`config.mk`:
```
export PLATFORM = sky130hd
export DESIGN_NAME = axis_frame_arbiter
export DESIGN_NICKNAME = d
export VERILOG_FILES = /design/src/rtl/axis_frame_arbiter.sv
export SDC_FILE = /design/constraint.sdc
export NUM_CORES = 1
export LEC_CHECK = 0
export ABC_AREA = 1
export CAP_MARGIN = 10
export CORE_UTILIZATION = 48
export CTS_BUF_LIST = sky130_fd_sc_hd__clkbuf_16
export DETAILED_ROUTE_END_ITERATION = 7
export GPL_ROUTABILITY_DRIVEN = 0
export PLACE_DENSITY = 0.86
export SYNTH_ARGS = -nofsm -noshare
export SYNTH_HDL_FRONTEND = slang
export SYNTH_SLANG_ARGS = --single-unit
export TNS_END_PERCENT = 1
```
`constraint.sdc`:
```
create_clock -name aclk -period 5.7 [get_ports aclk]
set_input_delay 1.14 -clock aclk [delete_from_list [all_inputs] [get_ports aclk]]
set_output_delay 1.14 -clock aclk [all_outputs]
set_load 0.01 [all_outputs]
```
`src/rtl/axis_frame_arbiter.sv`:
```
// Packet-atomic round-robin arbiter: N_CH byte-wide AXI4-Stream sources share one registered output to the framer.
// Optional FRAME_ARB_ID_BYTE_EN prefixes every forwarded packet with a byte holding the granted channel number.
module axis_frame_arbiter #(
  parameter int  N_CH  = 4,
  parameter int  CNT_W = 16,
  localparam int CH_W  = (N_CH > 1) ? $clog2(N_CH) : 1
) (
  input  logic              aclk,
  input  logic              aresetn,
  input  logic [N_CH-1:0]   target_tvalid,
  output logic [N_CH-1:0]   target_tready,
  input  logic [N_CH*8-1:0] target_tdata,
  input  logic [N_CH-1:0]   target_tlast,
  output logic              initiator_tvalid,
  input  logic              initiator_tready,
  output logic [7:0]        initiator_tdata,
  output logic              initiator_tlast,
  output logic [CH_W-1:0]   grant_id,
  output logic              busy,
  output logic [CNT_W-1:0]  pkt_count
);

`ifdef FRAME_ARB_ID_BYTE_EN
  typedef enum logic [1:0] {IDLE, HEADER, PASS} state_t;
`else
  typedef enum logic [1:0] {IDLE, PASS} state_t;
`endif

  state_t          state, state_nxt;
  logic [CH_W-1:0] grant_nxt;
  logic [CH_W-1:0] hit_id;
  logic            hit;
  int              idx;
  logic            free;
  logic            src_vld, src_last;
  logic [7:0]      src_dat;
  logic            load, load_last, cnt_inc;
  logic [7:0]      load_dat;

  // The output register may take a new beat when empty or being drained this cycle.
  assign free = !initiator_tvalid || initiator_tready;
  assign busy = (state != IDLE);

  always_comb begin
    src_vld  = 1'b0;
    src_dat  = '0;
    src_last = 1'b0;
    for (int c = 0; c < N_CH; c++) begin
      if (grant_id == CH_W'(c)) begin
        src_vld  = target_tvalid[c];
        src_dat  = target_tdata[c*8 +: 8];
        src_last = target_tlast[c];
      end
    end
  end

  // Rotating priority: the channel after the last grant is searched first.
  always_comb begin
    hit    = 1'b0;
    hit_id = grant_id;
    idx    = 0;
    for (int i = 1; i <= N_CH; i++) begin
      idx = (int'(grant_id) + i) % N_CH;
      if (!hit && target_tvalid[CH_W'(idx)]) begin
        hit    = 1'b1;
        hit_id = CH_W'(idx);
      end
    end
  end

  always_comb begin
    state_nxt     = state;
    grant_nxt     = grant_id;
    target_tready = '0;
    load          = 1'b0;
    load_dat      = src_dat;
    load_last     = src_last;
    cnt_inc       = 1'b0;
    case (state)
      IDLE: begin
        if (hit) begin
          grant_nxt = hit_id;
`ifdef FRAME_ARB_ID_BYTE_EN
          state_nxt = HEADER;
`else
          state_nxt = PASS;
`endif
        end
      end
`ifdef FRAME_ARB_ID_BYTE_EN
      HEADER: begin
        if (free) begin
          load      = 1'b1;
          load_dat  = 8'(grant_id);
          load_last = 1'b0;
          state_nxt = PASS;
        end
      end
`endif
      PASS: begin
        for (int c = 0; c < N_CH; c++) begin
          target_tready[c] = free && (grant_id == CH_W'(c));
        end
        if (free && src_vld) begin
          load = 1'b1;
          if (src_last) begin
            cnt_inc   = 1'b1;
            state_nxt = IDLE;
          end
        end
      end
      default: state_nxt = IDLE;
    endcase
  end

  always_ff @(posedge aclk or negedge aresetn) begin
    if (!aresetn) begin
      state            <= IDLE;
      grant_id         <= CH_W'(N_CH - 1);
      initiator_tvalid <= 1'b0;
      initiator_tdata  <= '0;
      initiator_tlast  <= 1'b0;
      pkt_count        <= '0;
    end else begin
      state    <= state_nxt;
      grant_id <= grant_nxt;
      if (load) begin
        initiator_tvalid <= 1'b1;
        initiator_tdata  <= load_dat;
        initiator_tlast  <= load_last;
      end else if (initiator_tready) begin
        initiator_tvalid <= 1'b0;
      end
      if (cnt_inc) pkt_count <= pkt_count + CNT_W'(1);
    end
  end

endmodule
```
==> results by group <==
Clock tree
  – Postcts setup bufs: 0
  – Post-CTS Hold Fix Bufs: 0
  – Clock slew at reported path FFs: 0.05 ns
  – Later-pin clock latency in the skew report: 0.27 ns
  – Post-cts sizing count: 0
  – Clock Tree Root: clkbuf_16
  – CTS tree: yes
  – Clk buf depth: 2
  – Clk sinks: 29
  – # H-tree levels: 2
  – Total CTS buffers: 5

Pwr
  – Total power: 1.30 mW
  – VDD IR max: 297 uV
  – Pleak: 1.40 nW
  – Pwr Density: 444 nW/um^2

Logic synthesis
  – Yosys top cell by area: dfrtp_1
  – Number of synthesized register bits: 29
  – Synth unique cells: 23
  – Yosys top cell area share: 0.331
  – Average size of a mapped cell: 6.54 um^2
  – Dominant synthesized flop cell: dfrtp_1
  – Top post-synthesis cells by area: dfrtp_1 (33%), nand2_1 (28%), nand3_1 (5.4%)
  – Largest family of logic cells by synthesized area: simple AND/OR/NAND/NOR gates
  – Post-Synth Adder-Cell Area: 0.0307
  – Synth Area in Compound Gates: 0.0815
  – Post-Syn Area: 2040 um^2
  – Xor and xnor area share after synthesis: 0.0515
  – Synth Warn #: 0
  – Post-synth ARST share: 1.00
  – Post-Syn Instances: 312
  – Post-synth EDFFs: 0
  – Post-Syn Nets: 360
  – Simple-Gate Fraction of Synth Area: 0.405
  – Proportion of synthesized area in mux cells: 0
  – Post-synthesis sequential area ratio: 0.357

Detailed routing
  – Vias post-DR: 2,187
  – Post-DRT Antenna Nets: 0
  – First-pass DRT Iterations: 5
  – Routed len/inst: 12.3 um
  – Drt drc: 0
  – Vias per cell: 5.00
  – Final wirelength: 5380 um
  – Number of DRC markers in iteration 0: 139

Timing
  – Sum of negative setup slack: 0 ns
  – Setup Viol. Count Final: 0
  – Max Clock Freq: 0.276 GHz
  – Final Cycle Share: 0.636
  – Unrepaired setup endpoints after global routing: false
  – Worst Max-Slew Pin Slew: 0.785 ns
  – Max_slew headroom: 0.476
  – Final-report hold violation count: 0
  – Fin crit period: 3.63 ns
  – Skew final: 0.00471 ns
  – Final Max Tran Viols: 0

Worst setup path
  – Crit path max-delay cell type: clkdlybuf4s50_1
  – Worst setup path class: in -> out
  – CP Capture Type: output port
  – Critical Path Fanout Max: 5
  – CP startpoint kind: input pin
  – CP peak stage delay: 0.55 ns
  – Ordered cell list for the critical path: clkdlybuf4s50_1 -> inv_1 -> nand2_1 -> nand2_1 -> nor2_1 -> clkdlybuf4s50_1
  – Crit path required time: 4.56 ns
  – Crit path DAT: 2.49 ns

Run
  – Maxcap violations: 0

Floorplanning
  – Die Wd: 67.2 um
  – Row cnt: 23
  – Full die area: 4520 um^2
  – Initial core utilization: 0.507
  – Core Area: 4030 um^2
  – Die H: 67.2 um
  – # IOs: 76

Cells and area
  – Most frequent cells in the layout: nand2_1 (151), clkdlybuf4s50_1 (75), dfrtp_1 (27), nand3_1 (22), nor2_1 (21)
  – Design area: 2930 um^2
  – Most common cell after layout, fill and taps aside: nand2_1
  – Antenna diode count: 0
  – Share of cells above drive strength 1: 0.0362
  – Post-layout util: 0.726
  – Final #Nets: 434
  – Layout area overhead: 43.3%

Global route
  – First-pass GRT wire length: 8780 um
  – Total Routing Usage GR: 0.259
  – Largest net degree at the start of global routing: 30
  – Grt total ovfl: 0
  – Vias in the first global route: 2,000
  – Initial antenna violation count: 0

Run status
  – Status: finished, final reports clean

Placement
  – Hpwl dp: 4130 um
  – IO Port Bufs: 75
  – DP Area: 2790 um^2

Worst hold path
  – Hold WC Path Type: reg -> reg
## Yosys cell counts, types with 4 or more instances
cell type and n:
nand2_1 151, dfrtp_1 27, nand3_1 22, nor2_1 21, inv_1 20, o21ai_0 19
a21oi_1 11, xor2_1 10, ha_1 5, nor3_1 5, buf_6 4
## layout make-up
| cell class | count | area [um^2] |
|---|---|---|
| multi-input combinational | 253 | 1160 |
| fill | 346 | 1100 |
| timing repair buffer | 76 | 758 |
| sequential | 29 | 728 |
| clock buffer | 5 | 125 |
| inverter | 21 | 78.8 |
| tap | 50 | 62.6 |
| clock inverter | 3 | 12.5 |
## power by group
| group | total [mW] | internal [mW] | switching [mW] |
|---|---|---|---|
| Sequential | 0.331 | 0.272 | 0.0588 |
| Combinational | 0.726 | 0.303 | 0.423 |
| Clock | 0.241 | 0.157 | 0.0842 |
| Total | 1.30 | 0.732 | 0.566 |
## registers in the layout (all words and copies together) (netlist names)
register	flops
state	1
initiator_tlast	1
initiator_tdata	8
initiator_tvalid	1
grant_id	2
pkt_count	16
## routing by layer
| metal | up-vias | wire length (um) | GRT usage |
|---|---|---|---|
| met2 | 47 | 2840 | 0.469 |
| li1 | 1135 | - | - |
| met5 | - | 0 | 0 |
| met3 | 11 | 183 | 0.0608 |
| met4 | 0 | 85 | 0.0745 |
| met1 | 994 | 2280 | 0.301 |
## path summary, 6_finish.rpt
check	startpoint	end	slack [ns]	cells after the start
worst min register to register	initiator_tlast$_DFFE_PN0P_	initiator_tlast$_DFFE_PN0P_	0.48	2
worst max register to register	grant_id[0]$_DFFE_PN1P_	pkt_count[14]$_DFFE_PN0P_	2.68	8
max in group asynchronous	aresetn	grant_id[1]$_DFFE_PN1P_	4.13	2
worst max-delay path	initiator_tready	target_tready[1]	2.07	6
min in group asynchronous	aresetn	pkt_count[14]$_DFFE_PN0P_	1.26	2
worst min-delay path	initiator_tlast$_DFFE_PN0P_	initiator_tlast$_DFFE_PN0P_	0.48	2
## logic make-up (layout without fill, tap and decap cells)
| kind of cell | count (synthesis) | in the layout |
|---|---|---|
| simple gates | 204 | 204 |
| fa+ha+maj | 5 | 5 |
| xor+xnor | 12 | 12 |
| buf+inv | 30 | 105 |
| flops | 29 | 29 |
| compound gates | 32 | 32 |
## critical path, delay by kind of cell
family / cells / cell delay, ns
buffers and inverters: 3 / 1.03
and+or+nand+nor: 3 / 0.31
## per-stage QoR
stage | hold slack [ns] | cells | worst slack (ns)
floorplan | 0.511 | 312 | 3.07
global placement | 0.463 | 429 | 2.14
detailed placement | 0.467 | 429 | 2.08
CTS | 0.479 | 437 | 2.08
global route | 0.502 | 437 | 1.97
finish | 0.478 | 437 | 2.07
(Power assumes the default switching activity.)
